`src/rtl/rf_preload_ctrl.sv`:
```
// Loads a valid/ready byte stream into consecutive register-file slots, then reads them back and checks an XOR checksum.
// Core writeback passes straight through to the register file whenever the controller is not loading or verifying.
module rf_preload_ctrl #(
  parameter int W     = 8,
  parameter int D     = 3,
  parameter int FIRST = 0,
  parameter int COUNT = 2**D
) (
  input  logic         clk,
  input  logic         reset,
  input  logic         start,
  input  logic         in_valid,
  input  logic [W-1:0] in_data,
  output logic         in_ready,
  input  logic         core_write_en,
  input  logic [D-1:0] core_dest_addr,
  input  logic [W-1:0] core_data_in,
  output logic         rf_write_en,
  output logic [D-1:0] rf_dest_addr,
  output logic [W-1:0] rf_data_in,
  input  logic [W-1:0] rf_data_out_dest,
  output logic         busy,
  output logic         done,
  output logic         error
);

  localparam int CW = $clog2(COUNT + 1);
  localparam logic [D-1:0]  FIRST_A = D'(FIRST);
  localparam logic [CW-1:0] LAST    = CW'(COUNT - 1);

  typedef enum logic [1:0] {IDLE, LOAD, VERIFY, DONE} state_t;

  state_t        state, state_nx;
  logic [D-1:0]  addr, addr_nx;
  logic [CW-1:0] cnt, cnt_nx;
  logic [W-1:0]  wsum, wsum_nx;
  logic [W-1:0]  rsum, rsum_nx;
  logic          chk_err, chk_err_nx;

  assign error = chk_err;

  always_ff @(posedge clk) begin
    if (reset) begin
      state   <= IDLE;
      addr    <= '0;
      cnt     <= '0;
      wsum    <= '0;
      rsum    <= '0;
      chk_err <= 1'b0;
    end else begin
      state   <= state_nx;
      addr    <= addr_nx;
      cnt     <= cnt_nx;
      wsum    <= wsum_nx;
      rsum    <= rsum_nx;
      chk_err <= chk_err_nx;
    end
  end

  always_comb begin
    state_nx     = state;
    addr_nx      = addr;
    cnt_nx       = cnt;
    wsum_nx      = wsum;
    rsum_nx      = rsum;
    chk_err_nx   = chk_err;
    in_ready     = 1'b0;
    busy         = 1'b0;
    done         = 1'b0;
    rf_write_en  = core_write_en;
    rf_dest_addr = core_dest_addr;
    rf_data_in   = core_data_in;

    case (state)
      IDLE: begin
        if (start) begin
          state_nx   = LOAD;
          addr_nx    = FIRST_A;
          cnt_nx     = '0;
          wsum_nx    = '0;
          rsum_nx    = '0;
          chk_err_nx = 1'b0;
        end
      end

      LOAD: begin
        // Core writes are dropped here; the controller owns the write port.
        busy         = 1'b1;
        in_ready     = 1'b1;
        rf_write_en  = in_valid;
        rf_dest_addr = addr;
        rf_data_in   = in_data;
        if (in_valid) begin
          wsum_nx = wsum ^ in_data;
          if (cnt == LAST) begin
            state_nx = VERIFY;
            addr_nx  = FIRST_A;
            cnt_nx   = '0;
          end else begin
            addr_nx = addr + D'(1);
            cnt_nx  = cnt + CW'(1);
          end
        end
      end

      VERIFY: begin
        busy         = 1'b1;
        rf_write_en  = 1'b0;
        rf_dest_addr = addr;
        rf_data_in   = '0;
        rsum_nx      = rsum ^ rf_data_out_dest;
        addr_nx      = addr + D'(1);
        if (cnt == LAST) begin
          state_nx   = DONE;
          cnt_nx     = '0;
          chk_err_nx = ((rsum ^ rf_data_out_dest) != wsum);
        end else begin
          cnt_nx = cnt + CW'(1);
        end
      end

      DONE: begin
        done     = 1'b1;
        state_nx = IDLE;
      end

      default: state_nx = IDLE;
    endcase
  end

endmodule

```
`config.mk`:
```
export PLATFORM = sky130hd
export DESIGN_NAME = rf_preload_ctrl
export DESIGN_NICKNAME = d
export VERILOG_FILES = /design/src/rtl/rf_preload_ctrl.sv
export SDC_FILE = /design/constraint.sdc
export NUM_CORES = 1
export LEC_CHECK = 0
export BUFFER_PORTS_ARGS = -buffer_cell sky130_fd_sc_hd__buf_2
export CAP_MARGIN = 0
export CORE_MARGIN = 1.5
export CORE_UTILIZATION = 45
export DETAILED_ROUTE_END_ITERATION = 7
export PLACE_DENSITY = 0.7
export SLEW_MARGIN = 15
export SYNTH_ARGS = -nofsm -noshare
export SYNTH_HDL_FRONTEND = slang
export SYNTH_SLANG_ARGS = --single-unit
```
`constraint.sdc`:
```
create_clock -name clk -period 2.7 [get_ports clk]
set_input_delay 0.135 -clock clk [delete_from_list [all_inputs] [get_ports clk]]
set_output_delay 0.135 -clock clk [all_outputs]
set_load 0.02 [all_outputs]
```
Word level (Yosys, flattened, before mapping) --
Cells that the tools add are included.
Operators by class: eq/ne operators 9, reductions and logical operators 10, muxes and demuxes 26, bitwise gates (word level) 2, add/subtract/negate cells 2
Operators with widths (count):
- $pmux 8 s2 | 3
- $mux 8 | 2
- $xor 8x8->8 | 2
- $mux 3 | 4
- $mux 4 | 3
- $pmux 4 s3 | 1
- $pmux 3 s3 | 1
- $reduce_and 3->1 | 3
- $mux 2 | 4
- $ne 2x2->1 const B | 4
- $ne 8x8->1 | 1
- $pmux 2 s4 | 1
- $mux 1 | 5
- $add 4x1->4 const B | 1
- $eq 2x2->1 const B | 2
- $eq 4x3->1 const B | 1
- $pmux 1 s2 | 2
- $reduce_and 4->1 | 1
- $reduce_bool 2->1 | 2
- $add 3x1->3 const B | 1
- $reduce_bool 3->1 | 1
- $eq 2x1->1 const B | 1
- $logic_not 2->1 | 1
- $reduce_and 2->1 | 1
- $reduce_or 2->1 | 1
Word-level totals: word-level logic and storage cells 55, bits of input ports 32, output and inout bits 16, register bits after elaboration 26

Longest topological paths before layout --
depth after elaboration 4, depth in mapped cells 8, mapped depth without buffers 7

Least setup slack after synthesis --
Ideal clock, no wire load.
kind register to output, start reg state[0], end out rf_data_in[0], path slack 0.802 ns, stages on the path, launching flop included 6, data required time 2.565 ns, path buffers 2, arrival 1.763 ns, cells stage by stage dfxtp_1 -> inv_1 -> ha_1 -> clkbuf_1 -> clkbuf_1 -> o21ai_0
On the way: longest elaborated chain between the ends 2, elaborated cells on any way between the ends 3, classes of those cells eq/ne (2); mux (1)
Ends and longest elaborated chain:
- start: declaration | line 33 | state_t state, state_nx;
- start signal: assignment | line 51 | state <= state_nx;
- $eq 2x2->1 or $eq 2x1->1 (tied branches) | line 74 | case (state)
- $pmux 8 s2 * | line 74
- end: declaration | line 20 | output logic [W-1:0] rf_data_in,
Every way passes the cells marked *; elsewhere a longest branch is shown, timed or not.

Worst setup path after layout --
start reg state[1], end out rf_dest_addr[1]
On the way: longest elaborated chain between the ends 3, elaborated cells on any way between the ends 4, classes of those cells eq/ne (2); mux (1); reduce/logical (1)
Ends and longest elaborated chain:
- $eq 2x2->1 or $eq 2x1->1 (tied branches) | line 74
- $reduce_or 2->1 (no source line) *
- $mux 3 * | line 74
- end: declaration | line 19 | output logic [D-1:0] rf_dest_addr,
Marks and branches as above.

==> run_results.csv <==
group,metric,value,unit
drt,drc,0,
cts,clockBufferDepth,2,
logic_synthesis,synthFlopType,"dfxtp_1",
cts,tritoncts.num_buffers,3,
placement,gp_congestion,0.738,
floorplan,dieArea,0.00396,mm2
logic_synthesis,yosys.cell_types.count,30,
grt,grt.met2_usage,27.5,%
logic_synthesis,synthCells,203,
sta,drv_slew,0,
final_layout,fin_nets,288,
sta,min_period_over_period,80.5,%
floorplan,start_util,47.7,%
logic_synthesis,seq_area_frac_synth,32.2,%
logic_synthesis,synth_edf_count,0,
cts,clkTransAtPathRegs,0.13,ns
drt,drt_iter0_drc,50,
setup_path,worstPathArrival,2.04,ns
setup_path,cp_max_fo,12,
drt,routed_wl,3320,um
sta,worstMarginPinSlew,0.657,ns
cts,cts_setup_buffers,0,
setup_path,cpPeakStageDelay,0.47,ns
sta,max_freq,460,MHz
sta,period_needed,2.17,ns
logic_synthesis,synthArstFlopShare,0,%
cts,cts_tree,"yes",
logic_synthesis,avgSynthCellArea,7.97,um2
setup_path,end_kind,"output port",
cts,cts_sinks,26,
grt,grt_use_total,18.0,%
floorplan,core_area,0.00339,mm2
placement,portBuffers,47,
setup_path,crit_path_start_kind,"flop",
logic_synthesis,syn-num-nets,243,
final_layout,post_route_cells_drive_above_1_share,24.0,%
floorplan,die_width,63.0,um
pwr,vdd_drop_max,0.615,mV
logic_synthesis,netlist_area,0.00162,mm2
grt,met3_usage,1.80,%
cts,cts_resized,0,
grt,grt.met1_usage,25.0,%
floorplan,io_pins,48,
final_layout,area_growth,17.9,%
setup_path,worstSetupPathType,"flop to output port",
pwr,leakagePower,0.878,nW
sta,setup_violations,0,
grt,antenna_found_initial,0,
placement,post_dp_cell_area,0.00189,mm2
sta,rsz0062_at_grt,"no",
setup_path,path_cells,"inv_1 -> ha_1 -> buf_4 -> mux2_2 -> buf_2",
grt,grt_pass1_vias,1322,
logic_synthesis,ys_warn_count,0,
sta,relSlewSlack,55.9,%
drt,viasPerCell,4.82,
grt,busiest_layer,"met2",
cts,clock_latency,0.31,ns
worst_hold_path,min_path_type,"primary input to flop",
floorplan,die_y,63.0,um
drt,vias,1406,
final_layout,finish.instance_area,0.00191,mm2
pwr,power_density,970,mW/mm2
setup_path,crit_path_top_delay_cell,"ha_1",
cts,cts_hold_buf,0,
setup_path,required,2.57,ns
final_layout,mostFrequentLayoutCells,"buf_2, nand2_1, dfxtp_1, nor2_1, xor2_1",
cts,cts_root_buf,"clkbuf_4",
grt,grt_pass1_wl,5730,um
placement,hpwl,2540,um
drt,ant_nets,0,
sta,worst_clock_skew,0.00176,ns
job,cap_violations,0,
final_layout,mostFrequentLayoutCell,"buf_2",
final_layout,diodes,0,
drt,wl_per_cell,11.4,um
floorplan,std_cell_rows,21,
sta,fin_setup_tns,0,ns
logic_synthesis,ys_ff_latch,26,
cts,htree_levels,1,
sta,finalHoldViolations,0,
drt,dr.pass1.iters,4,
grt,overflow,0,
grt,grt_max_degree,19,
run_status,status,"finished clean",
## critical path: cells and delay by family (launching register included)
| kind | cells | cell delay (ns) |
|---|---|---|
| buffers and inverters | 3 | 0.50 |
| adders and majority gates | 1 | 0.47 |
| muxes | 1 | 0.34 |
| DFF | 1 | 0.42 |
## final cells by class
cell class,count,area [um2]
clock buffers,3,22.5
fillers,338,1480
inverters,13,48.8
multi-input cells,156,1020
flip-flops and latches,26,520
well taps,46,57.6
repair buffers,48,243
## layer usage
layer / part of all wire (%) / up-vias
met5: 0 / -
met4: 2.6 / 0
met3: 3.7 / 6
met2: 41 / 39
met1: 53 / 597
li1: - / 764
## cells in the mapped netlist, types with 3 or more instances
cell type   n  area share, %
dfxtp_1    26             32
o21ai_0    10            3.1
a22oi_1     8            3.7
ha_1        8            6.2
a21oi_1     9            2.8
xnor2_1     8            4.3
nand2_1    35            8.1
mux2i_1     9            5.6
xor2_1     16            8.7
o21ai_1     6            1.9
mux2_2      4            2.8
nor2b_1     3            1.2
nor2_1     20            4.6
inv_1      13            3.0
nand3_1     4            1.2
clkbuf_1    6            1.4
## where the power goes
part	leakage, nW	switching [mW]	internal [mW]	total (mW)
clock	0.0138	0.108	0.0522	0.161
sequential	0.211	0.0814	0.468	0.550
combinational	0.653	0.690	0.450	1.14
## state kept, by name, indices dropped and copies added (netlist names)
| name | count |
|---|---|
| state | 2 |
| wsum | 8 |
| error | 1 |
| cnt | 4 |
| rsum | 8 |
| addr | 3 |
## cell families (layout without fill, tap and decap cells)
kind of cell	count (synthesis)	count (layout)	share of synthesized area, %
and+or+nand+nor	77	77	23.2
AOI/OAI and AO/OA	34	34	12.1
buffers and inverters	21	64	5.03
DFF	26	26	32.2
adders and majority gates	8	8	6.19
muxes	13	13	8.35
xor gates and xnor gates	24	24	13.0
## per-stage QoR
step                instances  hold slack (ns)  utilization, %  setup WS, ns  total power, mW
floorplan                 203            0.339               -         0.802             1.43
global placement          289            0.452            55.6         0.831             1.68
detailed placement        289            0.465            55.6         0.793             1.70
CTS                       292            0.127            56.3         0.507             1.87
global route              292            0.129            56.3         0.333             2.02
finish                    292            0.134            56.3         0.527             1.85
## worst paths after layout
| check | from | endpoint | slack, ns | depth (start not counted) |
|---|---|---|---|---|
| setup / recovery | state[1] | rf_dest_addr[1] | 0.53 | 5 |
| hold / removal | in_data[5] | wsum[5] | 0.13 | 4 |
| setup reg to reg | state[1] | wsum[1] | 0.79 | 7 |
| hold reg to reg | cnt[3] | cnt[3] | 0.48 | 2 |
No activity file was read; power rests on OpenSTA's default activity.
